`src/rtl/regop_pkg.sv`:
```
// Shared types and helpers for the round-robin arbiter that fronts the registered AND/NOT unit.
package regop_pkg;

    typedef enum logic {
        IDLE = 1'b0,
        EXEC = 1'b1
    } state_t;

    localparam int N_DEFAULT = 4;

    // A single requester still needs a 1-bit id, so never return zero.
    function automatic int id_width(input int n);
        return (n > 1) ? $clog2(n) : 1;
    endfunction

endpackage

```
`src/rtl/regop_rr_arbiter_rr_pick.sv`:
```
// Round-robin winner selection: the first set request strictly after ptr, wrapping at N-1.
module rr_pick
    import regop_pkg::*;
#(
    parameter int N = N_DEFAULT,
    localparam int IDW = id_width(N)
) (
    input  logic [N-1:0]   req,
    input  logic [IDW-1:0] ptr,
    output logic           any,
    output logic [IDW-1:0] winner,
    output logic [N-1:0]   onehot
);

    always_comb begin
        any    = 1'b0;
        winner = '0;
        onehot = '0;
        // The offset reaches N so the previous winner is considered last.
        for (int off = 1; off <= N; off++) begin
            automatic int idx = (int'(ptr) + off) % N;
            if (!any && req[idx]) begin
                any         = 1'b1;
                winner      = IDW'(idx);
                onehot[idx] = 1'b1;
            end
        end
    end

endmodule

```
`src/rtl/regop_rr_arbiter.sv`:
```
// Arbitrates N requesters onto one registered y = a & b, w = ~c stage with a two-state FSM.
module regop_rr_arbiter
    import regop_pkg::*;
#(
    parameter int N = N_DEFAULT,
    localparam int IDW = id_width(N)
) (
    input  logic           clk,
    input  logic           rst,
    input  logic [N-1:0]   req,
    input  logic [N-1:0]   a,
    input  logic [N-1:0]   b,
    input  logic [N-1:0]   c,
    output logic [N-1:0]   gnt,
    output logic           y,
    output logic           w,
    output logic           vld,
    output logic [IDW-1:0] id,
    output logic           busy
);

    state_t         state;
    logic [IDW-1:0] ptr;
    logic [IDW-1:0] win_id;
    logic           op_a;
    logic           op_b;
    logic           op_c;

    logic           pick_any;
    logic [IDW-1:0] pick_winner;
    logic [N-1:0]   pick_onehot;

    rr_pick #(.N(N)) u_pick (
        .req    (req),
        .ptr    (ptr),
        .any    (pick_any),
        .winner (pick_winner),
        .onehot (pick_onehot)
    );

    always_ff @(posedge clk) begin
        if (!rst) begin
            state  <= IDLE;
            // Parking the pointer on the last index gives requester 0 first priority.
            ptr    <= IDW'(N - 1);
            win_id <= '0;
            op_a   <= 1'b0;
            op_b   <= 1'b0;
            op_c   <= 1'b0;
            gnt    <= '0;
            y      <= 1'b0;
            w      <= 1'b0;
            vld    <= 1'b0;
            id     <= '0;
        end else begin
            case (state)
                IDLE: begin
                    vld <= 1'b0;
                    gnt <= '0;
                    if (pick_any) begin
                        gnt    <= pick_onehot;
                        op_a   <= a[pick_winner];
                        op_b   <= b[pick_winner];
                        op_c   <= c[pick_winner];
                        win_id <= pick_winner;
                        ptr    <= pick_winner;
                        state  <= EXEC;
                    end
                end
                EXEC: begin
                    gnt   <= '0;
                    y     <= op_a & op_b;
                    w     <= ~op_c;
                    id    <= win_id;
                    vld   <= 1'b1;
                    state <= IDLE;
                end
                default: state <= IDLE;
            endcase
        end
    end

    assign busy = (state == EXEC);

endmodule

```
`config.mk`:
```
export PLATFORM = sky130hd
export DESIGN_NAME = regop_rr_arbiter
export DESIGN_NICKNAME = d
export VERILOG_FILES = /design/src/rtl/regop_pkg.sv /design/src/rtl/regop_rr_arbiter_rr_pick.sv /design/src/rtl/regop_rr_arbiter.sv
export SDC_FILE = /design/constraint.sdc
export NUM_CORES = 1
export LEC_CHECK = 0
export CAP_MARGIN = 10
export CELL_PAD_IN_SITES_DETAIL_PLACEMENT = 1
export CELL_PAD_IN_SITES_GLOBAL_PLACEMENT = 1
export CORE_MARGIN = 3
export CORE_UTILIZATION = 46
export DETAILED_ROUTE_END_ITERATION = 16
export DONT_BUFFER_PORTS = 1
export PLACE_DENSITY = 0.86
export SKIP_LAST_GASP = 1
export SLEW_MARGIN = 30
export SYNTH_ARGS = -nofsm -noshare
export SYNTH_HDL_FRONTEND = slang
export SYNTH_SLANG_ARGS = --single-unit
```
`constraint.sdc`:
```
create_clock -name clk -period 2.6 [get_ports clk]
set_input_delay 0.52 -clock clk [delete_from_list [all_inputs] [get_ports clk]]
set_output_delay 0.52 -clock clk [all_outputs]
set_load 0.005 [all_outputs]
```
**Yosys cells after proc, flatten, opt, wreduce, memory -nomap -nowiden**

Index checks and enable logic that the tools add are counted.

- Register bits after elaboration: 17
- Input port bits: 18
- Output and inout bits: 10
- Word-level logic and storage cells: 92

- Add/subtract/negate cells: 4
- Magnitude comparators: 9
- Mux-type cells: 43
- Bitwise logic cells: 10
- Reduce and logical (&&, ||, !) cells: 15

Operators by type and width:

| kind | number |
|---|---|
| 1-bit two-way mux | 20 |
| 4-bit two-way mux | 5 |
| 3-bit by 4-bit < comparator with 1-bit output, second input constant | 4 |
| 1-bit binary-select mux with 2-bit select | 7 |
| 3-bit by 1-bit greater-or-equal comparator with 1-bit output, second input constant | 4 |
| 4-bit OR | 3 |
| 1-bit demux with 2-bit select | 4 |
| 2-bit two-way mux | 4 |
| 4-bit case mux with 2 select lines | 1 |
| 2-bit OR reduction | 4 |
| 1-bit logical AND | 7 |
| 2-bit by 1-bit adder with 2-bit output, second input constant | 2 |
| 2-bit adder, second input constant | 2 |
| 1-bit bitwise AND, first input constant | 4 |
| 1-bit case mux with 2 select lines | 2 |
| 1-bit logical NOT | 3 |
| 2-bit by 3-bit < comparator with 1-bit output, second input constant | 1 |
| 1-bit inverter | 2 |
| 2-bit AND reduction | 1 |
| 1-bit bitwise AND | 1 |

**Longest topological paths before layout**

- Depth after elaboration: 18
- Gate-level depth with buffers: 8
- Depth with buffers taken out: 7

**Modules after synthesis**

From an unflattened synthesis, not the netlist that was laid out.

- Cell total of the unflattened synthesis: 144
- Area, all modules: 1326.3 um2

Modules (own cells, without submodules):

| module | times used | cells each | area each (um2) | sequential area each (um2) |
|---|---|---|---|---|
| regop_rr_arbiter | 1 | 64 | 690.7 | 340.3 |
| rr_pick | 1 | 80 | 635.6 | 0.0 |

**Least setup slack after synthesis**

OpenSTA, ideal clock, no wires.

- Path type: reg2reg
- From: reg ptr[0]
- To: reg op_b
- Setup time: 0.115 ns
- Arrival time: 2.299 ns
- Required time: 2.485 ns
- Slack: 0.185 ns
- Stages on the path, launching flop included: 9
- Buffers on the path: 1
- Period minus slack after synthesis: 2.415 ns
- Path through: dfxtp_1 > buf_2 > inv_1 > ha_1 > mux2_2 > o211a_1 > o21ai_0 > nand4_1 > a31o_1

- Longest elaborated chain between the ends: 16
- Elaborated cells on any way between the ends: 33
- Classes of those cells: add/sub: 4; mux: 22; reduce/logical: 7

Ends and longest elaborated chain:

| what | RTL line | text |
|---|---|---|
| from (decl) | regop_rr_arbiter.sv:23 | `logic [IDW-1:0] ptr;` |
| from (signal assigned) | regop_rr_arbiter.sv:45 | `ptr <= IDW'(N - 1);` |
| from (signal assigned) | regop_rr_arbiter.sv:66 | `ptr <= pick_winner;` |
| 2-bit by 1-bit adder with 2-bit output | regop_rr_arbiter_rr_pick.sv:21 | `automatic int idx = (int'(ptr) + off) % N;` |
| 1-bit binary-select mux with 2-bit select | regop_rr_arbiter_rr_pick.sv:22 | `if (!any && req[idx]) begin` |
| 1-bit two-way mux (implied by the code) (2 in series) | regop_rr_arbiter_rr_pick.sv:22 |  |
| 1-bit two-way mux | regop_rr_arbiter_rr_pick.sv:22 |  |
| 1-bit logical NOT | regop_rr_arbiter_rr_pick.sv:22 |  |
| 1-bit logical AND | regop_rr_arbiter_rr_pick.sv:22 |  |
| 1-bit two-way mux | regop_rr_arbiter_rr_pick.sv:22 |  |
| 1-bit logical NOT | regop_rr_arbiter_rr_pick.sv:22 |  |
| 1-bit logical AND | regop_rr_arbiter_rr_pick.sv:22 |  |
| 1-bit two-way mux | regop_rr_arbiter_rr_pick.sv:22 |  |
| 1-bit logical NOT | regop_rr_arbiter_rr_pick.sv:22 |  |
| 1-bit logical AND | regop_rr_arbiter_rr_pick.sv:22 |  |
| 2-bit two-way mux | regop_rr_arbiter_rr_pick.sv:22 |  |
| 1-bit binary-select mux with 2-bit select | regop_rr_arbiter.sv:63 | `op_b <= b[pick_winner];` |
| 1-bit two-way mux (implied by the code) | regop_rr_arbiter.sv:63 |  |
| to (signal assigned) | regop_rr_arbiter.sv:63 |  |
| to (decl) | regop_rr_arbiter.sv:26 | `logic op_b;` |

Several ways; a longest one is shown, not always the timed one. The select of a mux whose other input is x is not followed.
A chain may end at the register's enable or synchronous reset.

**Worst setup path after layout**

- From: reg ptr[0]
- To: reg op_c

- Longest elaborated chain between the ends: 16
- Elaborated cells on any way between the ends: 33
- Classes of those cells: add/sub: 4; mux: 22; reduce/logical: 7

Ends and longest elaborated chain:

| what | RTL line | text |
|---|---|---|
| 2-bit by 1-bit adder with 2-bit output | regop_rr_arbiter_rr_pick.sv:21 |  |
| 1-bit binary-select mux with 2-bit select | regop_rr_arbiter_rr_pick.sv:22 |  |
| 1-bit two-way mux (implied by the code) (2 in series) | regop_rr_arbiter_rr_pick.sv:22 |  |
| 1-bit two-way mux | regop_rr_arbiter_rr_pick.sv:22 |  |
| 1-bit logical NOT | regop_rr_arbiter_rr_pick.sv:22 |  |
| 1-bit logical AND | regop_rr_arbiter_rr_pick.sv:22 |  |
| 1-bit two-way mux | regop_rr_arbiter_rr_pick.sv:22 |  |
| 1-bit logical NOT | regop_rr_arbiter_rr_pick.sv:22 |  |
| 1-bit logical AND | regop_rr_arbiter_rr_pick.sv:22 |  |
| 1-bit two-way mux | regop_rr_arbiter_rr_pick.sv:22 |  |
| 1-bit logical NOT | regop_rr_arbiter_rr_pick.sv:22 |  |
| 1-bit logical AND | regop_rr_arbiter_rr_pick.sv:22 |  |
| 2-bit two-way mux | regop_rr_arbiter_rr_pick.sv:22 |  |
| 1-bit binary-select mux with 2-bit select | regop_rr_arbiter.sv:64 | `op_c <= c[pick_winner];` |
| 1-bit two-way mux (implied by the code) | regop_rr_arbiter.sv:64 |  |
| to (signal assigned) | regop_rr_arbiter.sv:64 |  |
| to (decl) | regop_rr_arbiter.sv:27 | `logic op_c;` |

Several ways; a longest one is shown, not always the timed one. The select of a mux whose other input is x is not followed.

==> impl_metrics.json <==
{
  "crit_chain": "buf_4 -> or3b_1 -> a2111oi_1 -> o211ai_1 -> a31o_1",
  "slowest_delay_ns": 0.74,
  "num_vias": 997,
  "required_ns": 2.80,
  "avgSynthCellArea_um2": 9.05,
  "max_freq_mhz": 446,
  "power_uw": 748,
  "hold_class": "input port to register",
  "post_cts_buffers": 0,
  "powerDensity_nw_per_um2": 611,
  "worstMarginPinSlew_ns": 0.746,
  "combPwrFrac_pct": 39.7,
  "cts_buffers": 3,
  "dieArea_um2": 3180,
  "synth_warnings": 0,
  "seq_area_frac_synth_pct": 29.2,
  "yosys_most_used_dff": "dfxtp_1",
  "final_area_um2": 1220,
  "switchingPower_uw": 265,
  "peakVddDrop_uv": 413,
  "critPathSlowestCell": "a2111oi_1",
  "wirelength_um": 2950,
  "min_period_over_period_pct": 86.1,
  "leakagePower_nw": 0.516,
  "crit_buf_inv": 1,
  "status": "finished clean",
  "avgViaCountPerCell": 6.35,
  "first_pass_iters": 4,
  "synth.distinct_cells": 40,
  "synth_area_um2": 1170,
  "root_buffer": "clkbuf_4",
  "layout_min_cycle_time_ns": 2.24,
  "switching_share_pct": 35.4,
  "initial_core_util_pct": 50.4,
  "synthCells": 129,
  "nets": 156,
  "cts_resized": 0,
  "core_um2": 2320,
  "hold_viol_final": 0,
  "synth-edff-count": 0,
  "syn-num-nets": 155,
  "io_pins": 28,
  "clock-sinks": 17,
  "grt_pass1_vias": 988,
  "max_cap_viol_count": 0,
  "diodes": 0,
  "setup_viol": 0,
  "crit_type": "register to register",
  "htreeDepth": 1,
  "rows": 17,
  "drive_gt1_share_pct": 10.9,
  "grt_overflow": 0,
  "portBuffers": 0,
  "die_w_um": 56.4,
  "reg2reg_from": "ptr[0]",
  "grt_use_total_pct": 19.4,
  "skew_ns": 0.00366,
  "endpoint_kind": "register",
  "grt_setup_unrepaired": "no",
  "p_clk_share_pct": 19.0,
  "cts_tree": "built",
  "maxSlewViolCount": 0,
  "hold_buffers": 0,
  "slew_headroom_pct": 50.1,
  "cts_buffer_depth": 2,
  "clk_pin_slew_worst_paths_ns": 0.09,
  "hold_start": "rst",
  "cp_data_arrival_time_ns": 2.44,
  "die_h_um": 56.4,
  "ys_seq_elements": 17,
  "seq_power_share_pct": 41.3,
  "wl_per_cell_um": 18.8,
  "crit_start": "ptr[0]",
  "tns_ns": 0,
  "area_growth_syn_to_layout_pct": 4.82,
  "crit_fanout": 17,
  "p_int_uw": 483,
  "place_area_um2": 1200,
  "grt_max_degree": 18,
  "cpLargestDelayFamily": "compound AO/OA/AOI/OAI gates",
  "ant_nets": 0,
  "antenna_found_initial": 0,
  "globalplace.congestion": 0.761,
  "place_hpwl_um": 2280,
  "drt-initial-drc-count": 17,
  "drc": 0,
  "synthArstFlopShare_pct": 0,
  "worstSetupStartpointType": "register",
  "grt_pass1_wl_um": 4830,
  "insertion_delay_ns": 0.30
}
-- flip-flops by register name, indices dropped and copies added, names as in the netlist, 2 cells and up --
signal  count
gnt         4
id          2
ptr         2
win_id      2
-- placed cells by master, fill, tap and decap left out, drive strengths merged, types with 4 or more instances in the layout --
cell type / netlist / final
a21oi: 5 / 5
a22o: 4 / 4
clkbuf: 6 / 4
dfxtp: 17 / 17
ha: 8 / 8
mux2i: 10 / 10
nand2: 9 / 9
nand3: 8 / 8
nor2: 5 / 5
o211ai: 6 / 6
o21ai: 9 / 9
-- synthesized netlist by cell type, drive strengths merged (2+ instances only) --
library cell	n	area share, %
a2111o	2	1.9
a21boi	2	1.3
a21oi	5	2.1
a22o	4	3.0
a31o	3	2.3
and3	3	1.6
clkbuf	6	1.9
dfxtp	17	29
ha	8	8.6
inv	3	0.96
mux2	3	2.9
mux2i	10	8.6
mux4	2	4.2
nand2	9	2.9
nand3	8	3.4
nand3b	2	1.3
nand4	3	1.6
nor2	5	1.6
nor2b	3	1.6
o211a	3	2.6
o211ai	6	4.3
o21ai	9	3.9
or3b	2	1.5
-- metal layers --
layer / wire length (um) / track usage [%]
met1: 1300 / 24.5
met2: 1490 / 33.2
met3: 145 / 5.06
met4: 18 / 4.07
met5: 0 / 0
-- worst reg2reg max path: stages, from the launching register on --
cell	delay, ns
dfxtp_1	0.32
buf_4	0.19
or3b_1	0.42
a2111oi_1	0.74
o211ai_1	0.24
a31o_1	0.24
-- worst paths after layout --
path	end	slack [ns]	cells past startpoint
max	op_c	0.36	5
min	ptr[0]	0.29	1
max reg2reg	op_c	0.36	5
min reg2reg	win_id[1]	0.46	2
-- layout make-up --
| type | count | area (um2) |
|---|---|---|
| Clock buffer | 4 | 26.3 |
| Fill cell | 284 | 1090 |
| Inverter | 3 | 11.3 |
| Multi-Input combinational cell | 102 | 788 |
| Sequential cell | 17 | 340 |
| Tap cell | 28 | 35.0 |
| Timing Repair Buffer | 3 | 22.5 |
-- per-stage QoR --
stage                     instances  hold slack [ns]  worst slack, ns  util [%]
after floorplan                 129            0.435            0.185         -
after global placement          153            0.446            0.418      51.6
after detailed placement        153            0.451            0.361      51.6
after CTS                       157            0.280            0.346      52.8
after global routing            157            0.277            0.213      52.8
final                           157            0.293            0.360      52.8
-- power groups by stage --
stage	Combinational, mW	Clock, mW	Sequential, mW
after global routing	0.327	0.164	0.313
final	0.297	0.142	0.309
after floorplan	0.229	0	0.317
after CTS	0.297	0.148	0.310
after detailed placement	0.297	0	0.316
after global placement	0.276	0	0.315
-- kinds of logic after synthesis --
| family | share of synthesized area (%) |
|---|---|
| compound gates | 25.7 |
| simple gates | 17.6 |
| flops | 29.2 |
| mux | 15.6 |
| buf+inv | 3.32 |
| fa+ha+maj | 8.57 |
(Power assumes the default switching activity.)
